File: config.mk
export PLATFORM = sky130hd
export DESIGN_NAME = mii_tx_framer
export DESIGN_NICKNAME = d
export VERILOG_FILES = /design/src/rtl/mii_tx_framer.sv
export SDC_FILE = /design/constraint.sdc
export NUM_CORES = 1
export LEC_CHECK = 0
export CORE_UTILIZATION = 30
export DETAILED_ROUTE_END_ITERATION = 6
export PLACE_DENSITY = 0.53
export SLEW_MARGIN = 20
export SYNTH_ARGS = -nofsm -noshare
export SYNTH_HDL_FRONTEND = slang
export SYNTH_SLANG_ARGS = --single-unit
export TNS_END_PERCENT = 10
File: constraint.sdc
create_clock -name clkw -period 6.4 [get_ports clkw]
set_input_delay 0.64 -clock clkw [delete_from_list [all_inputs] [get_ports clkw]]
set_output_delay 0.64 -clock clkw [all_outputs]
set_load 0.02 [all_outputs]
File: src/rtl/mii_tx_framer.sv
// Transmit-side MII framer: sends preamble, SFD and FIFO bytes low nibble first,
// then holds the inter-frame gap. One frame is sent per committed packet.
module mii_tx_framer #(
  parameter int unsigned PRE_NIBBLES = 15,
  parameter int unsigned IFG_NIBBLES = 24,
  parameter int unsigned CNT_W       = 5
) (
  input  logic             clkw,
  input  logic             rst_n,
  input  logic             pkt_commit,
  input  logic [7:0]       fifo_do,
  input  logic             fifo_eod,
  input  logic             fifo_empty,
  output logic             fifo_re,
  output logic [3:0]       mii_txd,
  output logic             mii_txen,
  output logic             mii_txer,
  output logic [CNT_W-1:0] pkt_pending,
  output logic             busy,
  output logic             underrun
);

  localparam int unsigned MAXN = (PRE_NIBBLES > IFG_NIBBLES) ? PRE_NIBBLES : IFG_NIBBLES;
  localparam int unsigned NW   = (MAXN > 2) ? $clog2(MAXN) : 1;
  localparam logic [NW-1:0] PRE_LAST = NW'(PRE_NIBBLES - 1);
  localparam logic [NW-1:0] IFG_LAST = NW'(IFG_NIBBLES - 1);
  localparam logic [CNT_W-1:0] PEND_MAX = '1;

  typedef enum logic [2:0] {
    S_IDLE,
    S_PRE,
    S_SFD,
    S_DLO,
    S_DHI,
    S_IFG,
    S_ABORT
  } state_t;

  state_t           state_q, state_d;
  logic [NW-1:0]    cnt_q, cnt_d;
  logic [3:0]       hi_q, hi_d;
  logic             eod_q, eod_d;
  logic [CNT_W-1:0] pend_q, pend_d;
  logic             pend_dec;

  always_ff @(posedge clkw or negedge rst_n) begin
    if (!rst_n) begin
      state_q <= S_IDLE;
      cnt_q   <= '0;
      hi_q    <= '0;
      eod_q   <= 1'b0;
      pend_q  <= '0;
    end else begin
      state_q <= state_d;
      cnt_q   <= cnt_d;
      hi_q    <= hi_d;
      eod_q   <= eod_d;
      pend_q  <= pend_d;
    end
  end

  always_comb begin
    state_d  = state_q;
    cnt_d    = cnt_q;
    hi_d     = hi_q;
    eod_d    = eod_q;
    pend_dec = 1'b0;
    fifo_re  = 1'b0;
    mii_txd  = '0;
    mii_txen = 1'b0;
    mii_txer = 1'b0;
    underrun = 1'b0;
    case (state_q)
      S_IDLE: begin
        if (pend_q != '0) begin
          state_d = S_PRE;
          cnt_d   = '0;
        end
      end
      S_PRE: begin
        mii_txen = 1'b1;
        mii_txd  = 4'h5;
        if (cnt_q == PRE_LAST) begin
          state_d = S_SFD;
          cnt_d   = '0;
        end else begin
          cnt_d = cnt_q + 1'b1;
        end
      end
      S_SFD: begin
        mii_txen = 1'b1;
        mii_txd  = 4'hD;
        if (!fifo_empty) begin
          fifo_re = 1'b1;
          state_d = S_DLO;
        end else begin
          state_d = S_ABORT;
        end
      end
      S_DLO: begin
        mii_txen = 1'b1;
        mii_txd  = fifo_do[3:0];
        hi_d     = fifo_do[7:4];
        eod_d    = fifo_eod;
        state_d  = S_DHI;
      end
      S_DHI: begin
        mii_txen = 1'b1;
        mii_txd  = hi_q;
        if (eod_q) begin
          pend_dec = 1'b1;
          state_d  = S_IFG;
          cnt_d    = '0;
        end else if (!fifo_empty) begin
          fifo_re = 1'b1;
          state_d = S_DLO;
        end else begin
          state_d = S_ABORT;
        end
      end
      S_ABORT: begin
        mii_txen = 1'b1;
        mii_txer = 1'b1;
        underrun = 1'b1;
        pend_dec = 1'b1;
        state_d  = S_IFG;
        cnt_d    = '0;
      end
      S_IFG: begin
        if (cnt_q == IFG_LAST) begin
          state_d = S_IDLE;
          cnt_d   = '0;
        end else begin
          cnt_d = cnt_q + 1'b1;
        end
      end
      default: state_d = S_IDLE;
    endcase
  end

  // A commit and a finish in the same cycle cancel; a commit at the ceiling is dropped.
  always_comb begin
    pend_d = pend_q;
    if (pkt_commit && !pend_dec) begin
      if (pend_q != PEND_MAX) pend_d = pend_q + 1'b1;
    end else if (pend_dec && !pkt_commit) begin
      if (pend_q != '0) pend_d = pend_q - 1'b1;
    end
  end

  assign pkt_pending = pend_q;
  assign busy        = (state_q != S_IDLE);

endmodule

Yosys cells after proc, flatten, opt, wreduce, memory -nomap -nowiden
Cells that the tools add are included.
{"block": "word_totals", "ff_bits": 18, "latch_bits": 0, "ramBits": 0, "rom_bits": 0, "output_inout_bits": 14, "n_memories": 0}
{"block": "classes", "addsub": 3, "n_mul": 0, "n_div": 0, "n_lt_le_gt_ge": 0, "n_eq_ne": 14, "shift": 0, "mux": 23, "bitwise": 0, "reduce_logical": 14}
{"cell": "$mux 5", "n": 8}
{"cell": "$pmux 5 s5", "n": 1}
{"cell": "$pmux 3 s7", "n": 1}
{"cell": "$pmux 4 s4", "n": 1}
{"cell": "$mux 3", "n": 5}
{"cell": "$add 5x1->5 const B", "n": 2}
{"cell": "$reduce_bool 5->1", "n": 2}
{"cell": "$eq 3x3->1 const B", "n": 3}
{"cell": "$reduce_and 3->1", "n": 3}
{"cell": "$ne 2x2->1 const B", "n": 4}
{"cell": "$eq 3x2->1 const B", "n": 2}
{"cell": "$eq 5x4->1 const B", "n": 1}
{"cell": "$eq 5x5->1 const B", "n": 1}
{"cell": "$mux 1", "n": 5}
{"cell": "$ne 5x5->1 const B", "n": 1}
{"cell": "$reduce_or 5->1", "n": 1}
{"cell": "$sub 5x1->5 const B", "n": 1}
{"cell": "$pmux 1 s2", "n": 2}
{"cell": "$reduce_bool 2->1", "n": 2}
{"cell": "$eq 3x1->1 const B", "n": 1}
{"cell": "$logic_not 3->1", "n": 1}
{"cell": "$reduce_bool 3->1", "n": 1}
{"cell": "$logic_and 1x1->1", "n": 2}
{"cell": "$logic_not 1->1", "n": 2}
{"cell": "$ne 2x1->1 const B", "n": 1}

Depth between registers and ports, before layout
Gate-level depths: netlist of the first run.
{"block": "depth", "depth_word": 6, "depth_mapped": 10, "depth_no_buf": 10}

Worst setup path after synthesis of the first run
Ideal clock, no wire load.
{"block": "synth_path", "path_type": "register to register", "startpoint": "register state_q[2]", "endpoint": "register pend_q[4] (netlist: pkt_pending[4])", "setup_time_ns": 0.080, "arrival_ns": 2.271, "required_time_ns": 6.320, "path_slack_ns": 4.049, "stages_incl_launch_ff": 11, "path_cell_list": "dfrtp_1 -> clkbuf_1 -> or3b_2 -> ha_1 -> inv_1 -> ha_1 -> nand2_1 -> o22ai_1 -> a211o_1 -> o211ai_2 -> xnor2_1"}
{"block": "synth_via", "elab_chain_len": 6, "word_cells_on_any_way": 11}
{"element": "start: declaration", "line_no": "39", "source": "state_t state_q, state_d;"}
{"element": "start signal: assignment", "line_no": "54", "source": "state_q <= state_d;"}
{"element": "$eq 3x3->1", "line_no": "73", "source": "case (state_q)"}
{"element": "$pmux 1 s2 (*)", "line_no": "73"}
{"element": "$logic_not 1->1", "line_no": "144", "source": "if (pkt_commit && !pend_dec) begin"}
{"element": "$logic_and 1x1->1", "line_no": "144"}
{"element": "$ne 2x1->1 (no source line) or $reduce_bool 2->1 (tied branches)"}
{"element": "$reduce_and 3->1 (no source line)"}
{"element": "end signal: assignment", "line_no": "58", "source": "pend_q <= pend_d;"}
{"element": "end: declaration", "line_no": "43", "source": "logic [CNT_W-1:0] pend_q, pend_d;"}
Mark *: on every way between the ends. The rest lies on a longest branch, timed or not.
A chain may end at the register's enable or synchronous reset.

Final worst setup path of the first run
{"block": "layout_path", "startpoint": "register state_q[0]", "endpoint": "output mii_txd[0]"}
{"block": "layout_via", "elab_chain_len": 2, "word_cells_on_any_way": 5}
{"element": "$eq 3x3->1, or another cell as far along", "line_no": "73"}
{"element": "$pmux 4 s4 (*)", "line_no": "73"}
{"element": "end: declaration", "line_no": "15", "source": "output logic [3:0] mii_txd,"}
Marked as above.

==> results of run 1 <==
==> final cells by class <==
cell class / instances / area, um^2 / area share [%]
Timing Repair Buffer: 26 / 260 / 17.0
Multi-Input combinational cell: 104 / 708 / 46.1
Tap cell: 48 / 60.1 / 3.91
Clock buffer: 3 / 41.3 / 2.69
Inverter: 4 / 15.0 / 0.978
Sequential cell: 18 / 450 / 29.3
==> cell usage in the layout, fill, tap and decap left out, types with 4 or more instances in the layout <==
cell type        instances
xnor2_1                  4
nand2b_1                 4
nand3_1                  6
clkdlybuf4s50_1         26
nor3_1                   4
mux2_2                   5
nor2_1                   7
o21ai_0                 11
nor2b_1                  6
a21oi_1                  7
nand2_1                 16
ha_1                     6
dfrtp_1                 18
inv_1                    4
==> power by group through the flow <==
stage                     clock (mW)  sequential, mW  combinational, mW
after floorplan                    0           0.229              0.316
after global placement             0           0.254              0.413
after detailed placement           0           0.254              0.422
after CTS                     0.0794           0.252              0.423
after global routing          0.0854           0.267              0.463
final                         0.0774           0.252              0.417
==> worst register-to-register path, stage by stage (launching register included) <==
cell and delay (ns):
dfrtp_1 0.58, nor2_1 0.11, or3b_2 0.49, ha_1 0.29, inv_1 0.16, ha_1 0.30, nand2_1 0.09, o22ai_1 0.08
a211o_1 0.28, o211ai_2 0.08, xnor2_1 0.13
==> final timing paths <==
check	cells past startpoint	end	slack (ns)
worst max register to register	10	pkt_pending[4]	3.75
worst min-delay path	1	hi_q[0]	0.52
worst min register to register	1	hi_q[0]	0.52
min in group asynchronous	1	state_q[1]	0.86
max in group asynchronous	1	hi_q[1]	5.04
worst max-delay path	4	mii_txd[0]	3.69
==> stage by stage <==
stage / total power [mW] / hold WS (ns) / area (um^2) / setup WS, ns / std cells
floorplan: 0.545 / 0.344 / 1210 / 4.05 / 133
global placement: 0.666 / 0.503 / 1490 / 3.75 / 200
detailed placement: 0.675 / 0.502 / 1490 / 3.69 / 200
CTS: 0.755 / 0.516 / 1540 / 3.66 / 203
global route: 0.815 / 0.535 / 1540 / 3.50 / 203
finish: 0.746 / 0.523 / 1540 / 3.69 / 203
==> cells by family after synthesis <==
| family | synth area share [%] |
|---|---|
| AOI/OAI and AO/OA | 16.0 |
| xor gates and xnor gates | 5.05 |
| adders and majority gates | 6.18 |
| buffers and inverters | 4.63 |
| DFF | 37.1 |
| muxes | 7.11 |
| and+or+nand+nor | 24.0 |
==> metal layers <==
layer | global-route usage [%] | wire [um] | vias up
li1 | - | - | 512
met1 | 17.0 | 1230 | 480
met2 | 20.8 | 1090 | 36
met3 | 1.39 | 150 | 2
met4 | 5.71 | 25 | 0
met5 | 0 | 0 | -
==> sequential cells by signal, indices dropped and copies added (netlist names) <==
signal	cells
state_q	3
cnt_q	5
eod_q	1
hi_q	4
pkt_pending	5
==> flow_metrics.tcl, run 1 <==
set metrics [dict create \
    grt_max_degree 19 \
    crit_type "reg -> out" \
    cts_root_buffer "clkbuf_8" \
    grt_pass1_wl_mm 4.36 \
    ys_top_cells_by_count "18 x dfrtp_1, 16 x nand2_1, 11 x o21ai_0" \
    power.sequential.fraction_pct 33.8 \
    hold_viol 0 \
    cp.required_ns 5.76 \
    port_buffers 26 \
    synth_nets 152 \
    via_per_inst 5.07 \
    vias 1030 \
    maxSlewViolCount 0 \
    antenna_found_initial 0 \
    p_per_area_mw_per_mm2 486 \
    fill_cells 361 \
    hold_class "reg -> reg" \
    maxCapViolations 0 \
    rsz0062_at_grt "false" \
    setup_viol 0 \
    endpoint_kind "output pin" \
    min_period_ns 2.71 \
    rr_startpoint "state_q[1]" \
    ys_seq_elements 18 \
    cpPeakStageDelay_ns 0.63 \
    synth_top_flop_cell "dfrtp_1" \
    synth_top_area_share_pct 37.1 \
    finClkSkew_ns 0.00739 \
    synth_edf_count 0 \
    die_h_um 65.6 \
    die_area_mm2 0.00431 \
    cts_tree "built" \
    final_nets 176 \
    status "completed" \
    avgRoutedWirePerCell_um 12.3 \
    synthCells 133 \
    cp_cell_sequence "nor2b_1 > a21oi_1 > o21ai_0 > clkdlybuf4s50_1" \
    cts.sinks 18 \
    power.switching_mw 0.320 \
    post_route_cells_drive_above_1_share_pct 11.0 \
    switching_share_pct 43.0 \
    fmax_mhz 369 \
    synth_top_area_cell "dfrtp_1" \
    synth_area_mm2 0.00121 \
    dp_hpwl_mm 1.86 \
    cp.arrival_ns 2.07 \
    cts.clk_slew.worst_paths_ns 0.06 \
    clkLatencyLatePin_ns 0.25 \
    power.leakage_nw 0.634 \
    synthToLayoutAreaGrowth_pct 26.4 \
    initial_utilization_pct 32.2 \
    rows 22 \
    fin_crit_sh_pct 42.4 \
    ys_warn_count 0 \
    antennaDiodeCount 0 \
    drt_pass1_iterations 4 \
    crit_buf_inv 1 \
    drc 0 \
    grt_usage_pct 12.9 \
    cp-startpoint "state_q[0]" \
    peakVddDrop_mv 0.247 \
    die_w_um 65.6 \
    cts_buffers 3 \
    postRouteAntennaNets 0 \
    worst_pin_slew_ns 0.805 \
    cp-start-kind "flip-flop" \
    grt_pass1_vias 963 \
    cp_slowest_cell "clkdlybuf4s50_1" \
    drt_iter0_drc 52 \
    htree_levels 1 \
    path_max_fanout 16 \
    async_flop_share_pct 100 \
    clkPwrFrac_pct 10.4 \
    internal-power_mw 0.425 \
    synthTopCellsByArea "dfrtp_1 37%, ha_1 6.2%, nand2_1 4.9%" \
    wl_mm 2.49 \
    gp_congestion 0.815 \
    pwr-share-comb_pct 55.9 \
    yosysMostFrequentCell "dfrtp_1" \
    slew_headroom_pct 46.2 \
    cts_buffer_depth 2 \
    crit_family "buffers and inverters" \
    postLayoutCoreUtil_pct 40.7 \
    syn_avg_cell_area_um2 9.13 \
    ctsHoldBuffers 0 \
    core-area_mm2 0.00377 \
    pin_count 27 \
    cts_resized 0 \
    finalSetupTns_ns 0 \
    post_cts_buffers 0 \
    synth_cell_types 36 \
    ys_seq_area_share_pct 37.1 \
    hold_start "hi_q[0]" \
    grt-ovfl-total 0 \
]
Note: power is estimated with default switching activity, not from simulation.
==> run 2, diff against run 1 <==
- clock period: 6.4 -> 2.6 ns (I/O delays scaled with it)
==> flow_metrics.tcl, run 2 (synthesis results as in run 1) <==
set metrics [dict create \
    die_area_mm2 0.00431 \
    placed_area_mm2 0.00152 \
    die_h_um 65.6 \
    fmax_mhz 426 \
    finClkSkew_ns 0.00416 \
    worst_pin_slew_ns 0.820 \
    slew_headroom_pct 45.2 \
    grt_usage_pct 13.9 \
    power.sequential.fraction_pct 29.1 \
    antenna_found_initial 0 \
    cts.sinks 18 \
    p_per_area_mw_per_mm2 1220 \
    drt_pass1_iterations 4 \
    finalSetupTns_ns 0 \
    crit_type "reg -> reg" \
    met2_usage_pct 24.6 \
    grt_pass1_vias 1051 \
    switching_share_pct 42.3 \
    vias 1017 \
    grt_max_degree 19 \
    cts_tree "built" \
    drc 0 \
    use_met3_pct 1.04 \
    cp.required_ns 2.78 \
    postRouteAntennaNets 0 \
    cts_buffer_depth 2 \
    initial_utilization_pct 32.2 \
    final_cell_mix "26 x clkdlybuf4s50_1, 18 x dfrtp_1, 16 x nand2_1" \
    via_per_inst 4.91 \
    met1_usage_pct 17.1 \
    peakVddDrop_mv 0.507 \
    pin_count 27 \
    status "completed" \
    whs_ns 0.479 \
    postLayoutCoreUtil_pct 41.7 \
    cpPeakStageDelay_ns 0.48 \
    cts_root_buffer "clkbuf_8" \
    min_period_ns 2.35 \
    grt_pass1_wl_mm 4.63 \
    setup_viol 0 \
    cp-start-kind "flip-flop" \
    pwr-share-comb_pct 58.9 \
    gp_congestion 0.784 \
    final_area_mm2 0.00157 \
    fin_crit_sh_pct 90.3 \
    internal-power_mw 1.11 \
    p_total_mw 1.92 \
    maxCapViolations 0 \
    avgRoutedWirePerCell_um 12.8 \
    core-area_mm2 0.00377 \
    htree_levels 1 \
    final_nets 179 \
    crit_buf_inv 1 \
    antennaDiodeCount 0 \
    drt_iter0_drc 26 \
    grt-ovfl-total 0 \
    power.leakage_nw 0.655 \
    path_max_fanout 6 \
    hold_class "in -> async" \
    rsz0062_at_grt "false" \
    post_route_cells_drive_above_1_share_pct 13.8 \
    clkLatencyLatePin_ns 0.25 \
    cts.clk_slew.worst_paths_ns 0.07 \
    port_buffers 26 \
    cp_cell_sequence "nor2_1 > or3b_2 > ha_2 > inv_1 > ha_1 > nand2_1 > o22ai_1 > a211o_1 > o211ai_2 > xnor2_1" \
    grt.busiest_layer "met2" \
    cp_slowest_cell "or3b_2" \
    crit_family "simple AND/OR/NAND/NOR gates" \
    layout_commonest_cell "clkdlybuf4s50_1" \
    cp.arrival_ns 2.53 \
    dp_hpwl_mm 2.01 \
    synthToLayoutAreaGrowth_pct 29.6 \
    wl_mm 2.65 \
    rows 22 \
    clkPwrFrac_pct 12.0 \
    power.switching_mw 0.810 \
    die_w_um 65.6 \
    maxSlewViolCount 0 \
    hold_viol 0 \
    endpoint_kind "flip-flop" \
    cts_buffers 3 \
]
run 2: per-layer routing:
metal	share of wire, %	wire length (um)	vias up
li1	-	-	516
met1	45	1200	471
met3	4.3	114	2
met5	0	0	-
met4	1.0	27	0
met2	49	1310	28
run 2: path summary, 6_finish.rpt:
check,slack [ns],endpoint,startpoint,cells past startpoint
max,0.25,pkt_pending[4],eod_q,10
min,0.48,pkt_pending[2],rst_n,1
max reg2reg,0.25,pkt_pending[4],eod_q,10
min reg2reg,0.52,hi_q[1],hi_q[1],1
max in group asynchronous,1.61,pkt_pending[4],rst_n,1
min in group clkw,0.52,hi_q[1],hi_q[1],1
run 2: stage by stage:
stage | instances | setup WS, ns
after floorplan | 133 | 0.249
after global placement | 203 | 0.284
after detailed placement | 203 | 0.210
after CTS | 207 | 0.182
after global routing | 207 | 0.0746
final | 207 | 0.251
run 2: repair_timing:
action | in CTS | in global routing
setup buffers | 0 | 0
gates resized for setup | 0 | 1
setup endpoints to repair | 0 | 1
hold buffers | 0 | 0
run 2: worst register-to-register path, delay by kind of cell (launching register included):
| family | cells | cell delay [ns] |
|---|---|---|
| XOR/XNOR | 1 | 0.13 |
| AND/OR/NAND/NOR | 3 | 0.64 |
| AO/OA/AOI/OAI | 3 | 0.43 |
| flip-flops | 1 | 0.40 |
| buffers and inverters | 1 | 0.14 |
| adder cells (fa/ha/maj) | 2 | 0.53 |
run 2: final cells by class:
type | instances | area [um^2]
fillers | 375 | 2200
multi-input cells | 104 | 711
well taps | 48 | 60.1
flip-flops and latches | 18 | 450
inverters | 4 | 15.0
repair buffers | 29 | 283
clock buffers | 4 | 55.1
run 2: power by group through the flow:
stage          logic (mW)  clock network [mW]  registers, mW
2_1_floorplan       0.778                   0          0.563
3_3_place_gp         1.13                   0          0.555
3_5_place_dp         1.13                   0          0.565
4_1_cts              1.14               0.241          0.559
5_1_grt              1.25               0.256          0.584
6_report             1.13               0.231          0.558
